[src/rtl/iq_loop_ctrl.sv]
// rtl/iq_loop_ctrl.sv - per-channel DC-offset and VGA attenuation feedback controller
module iq_loop_ctrl #(
    parameter int NUM_CH        = 2,
    parameter int ADC_W         = 8,
    parameter int DAC_W         = 6,
    parameter int ATTEN_W       = 10,
    parameter int ATTEN_INIT    = 512,
    parameter int ACC_LOG2      = 5,
    parameter int SETTLE_CYCLES = 8,
    parameter int DC_TOL        = 1,
    parameter int LOCK_COUNT    = 4
) (
    input  logic                        clock,
    input  logic                        reset,
    input  logic                        enable,
    input  logic                        adc_valid,
    input  logic [NUM_CH*ADC_W-1:0]     adc_data,
    input  logic [ADC_W-1:0]            agc_target,
    input  logic [ADC_W-1:0]            agc_hyst,
    output logic [NUM_CH*DAC_W-1:0]     current_dac_0,
    output logic [NUM_CH*DAC_W-1:0]     current_dac_1,
    output logic [NUM_CH*ATTEN_W-1:0]   vga_atten,
    output logic                        update_pulse,
    output logic                        busy,
    output logic                        locked
);

    localparam int SUM_W = ADC_W + ACC_LOG2 + 1;
    localparam int OC_W  = DAC_W + 1;
    localparam int CNT_W = ACC_LOG2;
    localparam int SET_W = $clog2(SETTLE_CYCLES + 1);
    localparam int LCK_W = $clog2(LOCK_COUNT + 1);

    localparam logic [1:0] S_IDLE   = 2'd0;
    localparam logic [1:0] S_SETTLE = 2'd1;
    localparam logic [1:0] S_ACCUM  = 2'd2;
    localparam logic [1:0] S_UPDATE = 2'd3;

    localparam logic [CNT_W-1:0]        LAST_SAMPLE = CNT_W'(2**ACC_LOG2 - 1);
    localparam logic [SET_W-1:0]        LAST_SETTLE = SET_W'(SETTLE_CYCLES - 1);
    localparam logic signed [SUM_W-1:0] TOL_P       = SUM_W'(DC_TOL);
    localparam logic signed [SUM_W-1:0] TOL_N       = -TOL_P;
    localparam logic signed [OC_W-1:0]  OC_MAX      = OC_W'(2**DAC_W - 1);
    localparam logic signed [OC_W-1:0]  OC_MIN      = -OC_MAX;
    localparam logic [ATTEN_W-1:0]      ATT_MAX     = '1;
    localparam logic [ATTEN_W-1:0]      ATT_RST     = ATTEN_W'(ATTEN_INIT);
    localparam logic [LCK_W-1:0]        LOCK_FULL   = LCK_W'(LOCK_COUNT);
    localparam logic [ADC_W:0]          MID         = (ADC_W+1)'(2**(ADC_W-1));

    logic [1:0]               state_q, state_d;
    logic [SET_W-1:0]         settle_q, settle_d;
    logic [CNT_W-1:0]         cnt_q, cnt_d;
    logic [LCK_W-1:0]         lock_q, lock_d;
    logic signed [SUM_W-1:0]  sum_q [NUM_CH];
    logic signed [SUM_W-1:0]  sum_d [NUM_CH];
    logic [ADC_W:0]           peak_q [NUM_CH];
    logic [ADC_W:0]           peak_d [NUM_CH];
    logic signed [OC_W-1:0]   oc_q [NUM_CH];
    logic signed [OC_W-1:0]   oc_d [NUM_CH];
    logic [ATTEN_W-1:0]       atten_q [NUM_CH];
    logic [ATTEN_W-1:0]       atten_d [NUM_CH];
    logic [NUM_CH*DAC_W-1:0]  dac0_q, dac0_d, dac1_q, dac1_d;
    logic                     pulse_q, pulse_d;
    logic                     busy_q, locked_q;

    // AGC thresholds, widened by one bit so target+hyst cannot wrap; low side clamps at 0
    logic [ADC_W:0] agc_hi, agc_lo;
    assign agc_hi = {1'b0, agc_target} + {1'b0, agc_hyst};
    assign agc_lo = (agc_target >= agc_hyst) ? {1'b0, agc_target - agc_hyst} : '0;

    // Next-state: sequencing, window accumulation and the per-window loop updates
    always_comb begin
        logic signed [ADC_W:0]   s;
        logic [ADC_W:0]          mag;
        logic signed [SUM_W-1:0] mean;
        logic                    changed;
        s        = '0;
        mag      = '0;
        mean     = '0;
        changed  = 1'b0;
        state_d  = state_q;
        settle_d = settle_q;
        cnt_d    = cnt_q;
        lock_d   = lock_q;
        pulse_d  = 1'b0;
        dac0_d   = '0;
        dac1_d   = '0;
        for (int k = 0; k < NUM_CH; k++) begin
            sum_d[k]   = sum_q[k];
            peak_d[k]  = peak_q[k];
            oc_d[k]    = oc_q[k];
            atten_d[k] = atten_q[k];
        end

        case (state_q)
            S_IDLE: begin
                if (enable) begin
                    state_d  = S_SETTLE;
                    settle_d = '0;
                end
            end
            S_SETTLE: begin
                if (!enable) begin
                    state_d = S_IDLE;
                end else if (settle_q == LAST_SETTLE) begin
                    state_d = S_ACCUM;
                    cnt_d   = '0;
                    for (int k = 0; k < NUM_CH; k++) begin
                        sum_d[k]  = '0;
                        peak_d[k] = '0;
                    end
                end else begin
                    settle_d = settle_q + SET_W'(1);
                end
            end
            S_ACCUM: begin
                if (!enable) begin
                    state_d = S_IDLE;
                end else if (adc_valid) begin
                    for (int k = 0; k < NUM_CH; k++) begin
                        s   = $signed({1'b0, adc_data[k*ADC_W +: ADC_W]} - MID);
                        mag = s[ADC_W] ? $unsigned(-s) : $unsigned(s);
                        sum_d[k] = sum_q[k] + {{(SUM_W-ADC_W-1){s[ADC_W]}}, s};
                        if (mag > peak_q[k]) peak_d[k] = mag;
                    end
                    cnt_d = cnt_q + CNT_W'(1);
                    if (cnt_q == LAST_SAMPLE) begin
                        state_d = S_UPDATE;
                        pulse_d = 1'b1;
                    end
                end
            end
            default: begin
                for (int k = 0; k < NUM_CH; k++) begin
                    mean = sum_q[k] >>> ACC_LOG2;
                    if (mean > TOL_P && oc_q[k] != OC_MAX) begin
                        oc_d[k] = oc_q[k] + OC_W'(1);
                        changed = 1'b1;
                    end else if (mean < TOL_N && oc_q[k] != OC_MIN) begin
                        oc_d[k] = oc_q[k] - OC_W'(1);
                        changed = 1'b1;
                    end
                    if (peak_q[k] > agc_hi && atten_q[k] != ATT_MAX) begin
                        atten_d[k] = atten_q[k] + ATTEN_W'(1);
                        changed    = 1'b1;
                    end else if (peak_q[k] < agc_lo && atten_q[k] != '0) begin
                        atten_d[k] = atten_q[k] - ATTEN_W'(1);
                        changed    = 1'b1;
                    end
                end
                if (changed)                lock_d = '0;
                else if (lock_q != LOCK_FULL) lock_d = lock_q + LCK_W'(1);
                state_d  = enable ? S_SETTLE : S_IDLE;
                settle_d = '0;
            end
        endcase

        if (!enable) lock_d = '0;

        // Signed offset code split onto the two unipolar current DACs
        for (int k = 0; k < NUM_CH; k++) begin
            if (!oc_d[k][OC_W-1] && oc_d[k] != '0) dac0_d[k*DAC_W +: DAC_W] = DAC_W'(oc_d[k]);
            if (oc_d[k][OC_W-1])                   dac1_d[k*DAC_W +: DAC_W] = DAC_W'(-oc_d[k]);
        end
    end

    // State and output registers
    always_ff @(posedge clock) begin
        if (reset) begin
            state_q  <= S_IDLE;
            settle_q <= '0;
            cnt_q    <= '0;
            lock_q   <= '0;
            dac0_q   <= '0;
            dac1_q   <= '0;
            pulse_q  <= 1'b0;
            busy_q   <= 1'b0;
            locked_q <= 1'b0;
            for (int k = 0; k < NUM_CH; k++) begin
                sum_q[k]   <= '0;
                peak_q[k]  <= '0;
                oc_q[k]    <= '0;
                atten_q[k] <= ATT_RST;
            end
        end else begin
            state_q  <= state_d;
            settle_q <= settle_d;
            cnt_q    <= cnt_d;
            lock_q   <= lock_d;
            dac0_q   <= dac0_d;
            dac1_q   <= dac1_d;
            pulse_q  <= pulse_d;
            busy_q   <= (state_d != S_IDLE);
            locked_q <= (lock_d == LOCK_FULL);
            for (int k = 0; k < NUM_CH; k++) begin
                sum_q[k]   <= sum_d[k];
                peak_q[k]  <= peak_d[k];
                oc_q[k]    <= oc_d[k];
                atten_q[k] <= atten_d[k];
            end
        end
    end

    // Pack per-channel attenuation registers onto the output bus
    always_comb begin
        vga_atten = '0;
        for (int k = 0; k < NUM_CH; k++) vga_atten[k*ATTEN_W +: ATTEN_W] = atten_q[k];
    end

    assign current_dac_0 = dac0_q;
    assign current_dac_1 = dac1_q;
    assign update_pulse  = pulse_q;
    assign busy          = busy_q;
    assign locked        = locked_q;

endmodule

[config.mk]
export PLATFORM = sky130hd
export DESIGN_NAME = iq_loop_ctrl
export DESIGN_NICKNAME = d
export VERILOG_FILES = /design/src/rtl/iq_loop_ctrl.sv
export SDC_FILE = /design/constraint.sdc
export NUM_CORES = 1
export LEC_CHECK = 0
export ABC_AREA = 1
export BUFFER_PORTS_ARGS = -buffer_cell sky130_fd_sc_hd__buf_2
export CELL_PAD_IN_SITES_DETAIL_PLACEMENT = 1
export CELL_PAD_IN_SITES_GLOBAL_PLACEMENT = 1
export CORE_MARGIN = 1.5
export CORE_UTILIZATION = 31
export CTS_BUF_LIST = sky130_fd_sc_hd__clkbuf_8
export DETAILED_ROUTE_END_ITERATION = 7
export PLACE_DENSITY_LB_ADDON = 0.1
export RECOVER_POWER = 25
export SLEW_MARGIN = 15
export SYNTH_ARGS = -nofsm -noshare
export SYNTH_HDL_FRONTEND = slang
export SYNTH_SLANG_ARGS = --single-unit
[constraint.sdc]
create_clock -name clock -period 9.29 [get_ports clock]
set_clock_uncertainty 0.2 [all_clocks]
set_input_delay 1.858 -clock clock [delete_from_list [all_inputs] [get_ports clock]]
set_output_delay 1.858 -clock clock [all_outputs]
set_load 0.02 [all_outputs]
* Word level (Yosys, flattened, before mapping)
Memories as Yosys holds them, arrays and structs flattened.
Cells that the tools add are included.
W data, S select, Z words.
** Cells by class
- Add/subtract/negate cells :: 21
- Magnitude comparators :: 11
- Equality and inequality tests :: 18
- Mux-type cells :: 67
- Bitwise operators :: 15
- Reductions and logical operators :: 27
** Operators with widths (number)
- $mux W28 :: 4
- $mux W18 :: 4
- $mux W10 :: 6
- $pmux W28 S2 :: 1
- $mux W9 :: 6
- $mux W14 :: 3
- $mux W7 :: 6
- $gt A9 B9 Y1 :: 4
- $pmux W18 S2 :: 1
- $add A14 B14 Y14 :: 2
- $ne A7 B7 Y1 const B :: 4
- $add A10 B1 Y10 const B :: 2
- $mux W20 :: 1
- $mux W5 :: 4
- $ne A10 B10 Y1 const B :: 2
- $reduce_bool A10 Y1 :: 2
- $sub A10 B1 Y10 const B :: 2
- $gt A9 B2 Y1 const B :: 2
- $lt A9 B1 Y1 const B :: 2
- $lt A9 B8 Y1 :: 2
- $neg A9 Y9 :: 2
- $sub A8 B8 Y9 const B :: 2
- $add A7 B2 Y7 const B :: 2
- $mux W1 :: 14
- other kinds (34) :: 79
** Storage, ports and cells
- Flip-flop bits (word level) :: 41
- RAM bits :: 80
- Input bits :: 36
- Word-level logic and storage cells :: 174
- Memories :: 4
** Memories
- sum_q :: depth 2, width 14, rd ports 2, clocked after Yosys merged registers in 0, write ports 2, RTL line 54 : logic signed [SUM_W-1:0] sum_q [NUM_CH];
- atten_q :: depth 2, width 10, rd ports 2, clocked after Yosys merged registers in 0, write ports 2, RTL line 60 : logic [ATTEN_W-1:0] atten_q [NUM_CH];
- peak_q :: depth 2, width 9, rd ports 2, clocked after Yosys merged registers in 0, write ports 2, RTL line 56 : logic [ADC_W:0] peak_q [NUM_CH];
- oc_q :: depth 2, width 7, rd ports 2, clocked after Yosys merged registers in 0, write ports 2, RTL line 58 : logic signed [OC_W-1:0] oc_q [NUM_CH];

* Depth between registers and ports, before layout
An unclocked memory read counts as a cell.
- Depth in word-level cells :: 16
- Mapped depth :: 29
- Mapped depth without buffers :: 28

* Worst setup path after synthesis
Ideal clock, no wire load.
- Path type :: in2reg
- Start point :: in agc_target[0]
- End point :: mem atten_q[1][6], in the netlist atten_q[0][16]
- Setup time :: 0.070 ns
- Arrival :: 5.587 ns
- Data required time :: 9.020 ns
- Slack :: 3.433 ns
- Cell stages on the path :: 21
- Cells stage by stage :: ha_1 inv_1 fa_1 o31ai_1 a21oi_1 o21ai_0 a21o_1 a21oi_1 ha_1 a21oi_1 o21a_1 nand3_1 nand2_1 inv_1 fa_1 o21ai_0 a21oi_1 o21ai_0 xor2_1 nand3_1 a21oi_1
** RTL lines
- from (decl) :: RTL line 18 : input logic [ADC_W-1:0] agc_target,
- to (decl) :: RTL line 60

* Worst setup path in the final report
- Start point :: in reset
- End point :: reg dac1_q[4], in the netlist current_dac_1[4]
** Between the ends
- Word-level cells in the longest chain between the ends :: 1
** Ends and longest elaborated chain
- from (decl) :: RTL line 14 : input logic reset,
- $reduce_or A2 Y1 (no source line)
- to (signal assigned) :: RTL line 175 : dac1_q <= '0;
- to (signal assigned) :: RTL line 191 : dac1_q <= dac1_d;
- to (decl) :: RTL line 62 : logic [NUM_CH*DAC_W-1:0] dac0_q, dac0_d, dac1_q, dac1_d;
No other way between the ends.
A chain may end at the register's enable or synchronous reset.

==> metrics.md <==
| Metric | Value |
|---|---|
| Status | finished with violations |
| Failing checks | capacitance limit, slew limit |
| Die H | between 150 and 200 um |
| Unique masters post-synth | 47 |
| Worst Setup End Kind | register |
| Hold Path End | sum_q[0][14]$_SDFFE_PP0P_ |
| GRT Total Usage | 18.3% |
| EDFF count, synth | 0 |
| Max cap viols | 1 |
| H-tree Lvls | 4 |
| Top_reg_cell synth | dfxtp_1 |
| Min-Delay Path Class | register to register |
| Synthesized area | 9550 um2 |
| Origin of the worst setup path | reset |
| WHS Path Cells | 2 |
| Final Max Slew Viols | 80 |
| Yosys reg bits | around 120 |
| Critical R2R Capture | atten_q[0][16]$_SDFFE_PP0P_ |
| Num CTS Buffers | 17 |
| Core box area | between 30,000 and 40,000 um2 |
| Top Ports | slightly above 80 |
| RePlAce Congestion | between 0.8 and 0.9 |
| DRT iter0 DRCs | around 300 |
| RSZ-0062 raised after global routing | false |
| Mapped Cells | around 1,400 |
| Reg2Reg Depth | 15 |
| CTS tree | done |
| Row count | 64 |
| Hold path startpoint | sum_q[0][14]$_SDFFE_PP0P_ |
| Grt total ovfl | 0 |
| Die Area | 31,900 um2 |
| Pre-CTS setup slack | about 2600 ps |
| Number of global-route vias before repair | roughly 9,400 |
| Diodes inserted | 0 |
| DRC violations left | 0 |
| Max Used Layer | met4 |
| Post-CTS setup buffers | 0 |
| Hpwl dp | 21,800 um |
| Final worst-path cycle share | between 70% and 80% |
| Fraction of layout cells with a size suffix above 1 | under 10% |
| Leakage power | just over 5 nW |
| Critical path class | primary input to register |
| Hold_buf cts | 0 |
| Asr flop ratio synth | 0% |
| Die width | about 180 um |
| CTS root buf | clkbuf_8 |
| Area grow syn2layout | 12.7% |
| Maximum root-to-sink buffer count | 2 |
| CP required | 9410 ps |
| Final ANT Viol Nets | 0 |
| Routed len/inst | between 10 and 15 um |
| Final wirelength | 27,800 um |
| Clock sinks | approximately 120 |
| Worst EP arrival | approximately 7000 ps |
| Maximum fanout along the worst path | a little under 80 |
| Post-CTS Resized | 0 |
| Register area share after synthesis | 25.4% |
| Mean Syn Cell Area | around 6.8 um2 |
| Port Buffer Count | 82 |
| Reg2Reg Launch Point | peak_q[0][13]$_SDFFE_PP0P_ |
| Via density per instance | around 4.9 |
| First-pass GRT wire length | around 47,000 um |
| Peak VDD IR | 0.0651 mV |
| Metal3 WL | roughly 520 um |
| Yosys warns | 0 |
| # fillers | slightly below 4,000 |
| 1st-pass router iterations | 4 |
| Final hold vios | 0 |
| Nets | ~1,700 |
| Worst slew margin | -171% |
| Met1 WL | 13,900 um |
| Max Fclk | between 0.1 and 0.15 GHz |
| Via Count | about 9,300 |
| Pin count of the biggest net entering global routing | 80 |
| Worst slew pin tran | roughly 4100 ps |
| Final min period | roughly 7000 ps |
| TNS Setup | 0 ps |
| Startpoint Class | primary input |
| Pwr per Cell Area | 121 nW/um2 |
| R2r setup slk | around 5700 ps |
| Clk Latency, worst-skew pair | around 450 ps |
| Initial antenna violation count | 0 |
| Register clock-pin slew on the reported worst setup and hold paths | ~80 ps |
| Routed length on met2 | 13,100 um |
| Final setup viols | 0 |
| Final worst slack | approximately 2400 ps |
| Initial Utilization | 31.4% |
| Hold slack | approximately 270 ps |
[cells in the final DEF, fill, tap and decap left out, drive strengths merged, types with 12 or more instances in the layout]
cell type  instances
nand2            342
inv              189
a21oi            138
nor2             135
ha               123
dfxtp            121
nand3            109
buf               66
o21ai             62
clkbuf            36
nand4             34
xor2              31
nor3              24
or2               12
[cell type report]
class	instances	area (um2)	area share [%]
multi-input combinational	1081	6300	58.6
sequential	121	2420	22.5
inverter	183	687	6.38
tap	396	495	4.60
timing repair buffer	85	407	3.78
clock buffer	17	234	2.17
clock inverter	15	214	1.99
[per-stage QoR]
stage | cells | area [um2] | power (mW) | utilization (%)
after floorplan | 1410 | 9560 | 0.696 | -
after global placement | 1866 | 10300 | 0.753 | 34.0
after detailed placement | 1866 | 10300 | 0.757 | 34.0
after CTS | 1898 | 10800 | 1.32 | 35.4
after global routing | 1898 | 10800 | 1.38 | 35.4
final | 1898 | 10800 | 1.30 | 35.4
[cells in the mapped netlist (13+ instances only)]
cell | number | area (um2)
a21oi_1 | 137 | 686
dfxtp_1 | 121 | 2420
ha_1 | 123 | 1540
inv_1 | 179 | 672
nand2_1 | 327 | 1230
nand2_2 | 13 | 81.3
nand3_1 | 106 | 531
nand4_1 | 34 | 213
nor2_1 | 130 | 488
nor3_1 | 24 | 120
o21ai_0 | 55 | 275
xor2_1 | 31 | 272
[cell families (layout without fill, tap and decap cells)]
logic type,Yosys count,after routing,synth area share [%]
and+or+nand+nor,671,671,30.7
AOI/OAI and AO/OA,241,241,14.3
buffers and inverters,208,300,8.71
adders and majority gates,129,129,17.4
DFF,121,121,25.4
xor gates and xnor gates,38,38,3.48
other,1,2,0.0393
[critical path: stages]
cell and delay [ps]:
buf_2 80, clkbuf_1 2840, inv_1 1420, nand2_1 660
nor3_1 100
[flip-flops by register name (all words and copies together) (netlist names)]
name,cells
atten_q,20
busy,1
cnt_q,5
current_dac_0,12
current_dac_1,12
lock_q,3
locked,1
oc_q,14
peak_q,18
settle_q,4
state_q,2
sum_q,28
update_pulse,1
[report_power, final]
| group | internal, mW | total, mW | switching [mW] |
|---|---|---|---|
| registers | 0.521 | 0.525 | 0.00417 |
| logic | 0.0743 | 0.218 | 0.143 |
| clock network | 0.300 | 0.556 | 0.257 |
| total | 0.895 | 1.30 | 0.404 |
[metal layers]
layer / GRT usage [%] / vias to the layer above
li1: - / 4823
met1: 23.7 / 4357
met5: 0 / -
met4: 4.31 / 0
met3: 2.11 / 19
met2: 32.0 / 72
[worst max path at each step]
| stage | endpoint | slack (ps) | depth (start not counted) |
|---|---|---|---|
| CTS | atten_q[0][16]$_SDFFE_PP0P_ | 3060 | 23 |
| detailed placement | atten_q[0][16]$_SDFFE_PP0P_ | 2600 | 23 |
| global route | current_dac_1[4]$_SDFF_PP0_ | 1840 | 5 |
| global placement | atten_q[0][7]$_SDFFE_PP0P_ | 2760 | 25 |
| finish | current_dac_1[4]$_SDFF_PP0_ | 2410 | 5 |
| floorplan | atten_q[0][16]$_SDFFE_PP0P_ | 3430 | 21 |
(Power assumes the default switching activity.)
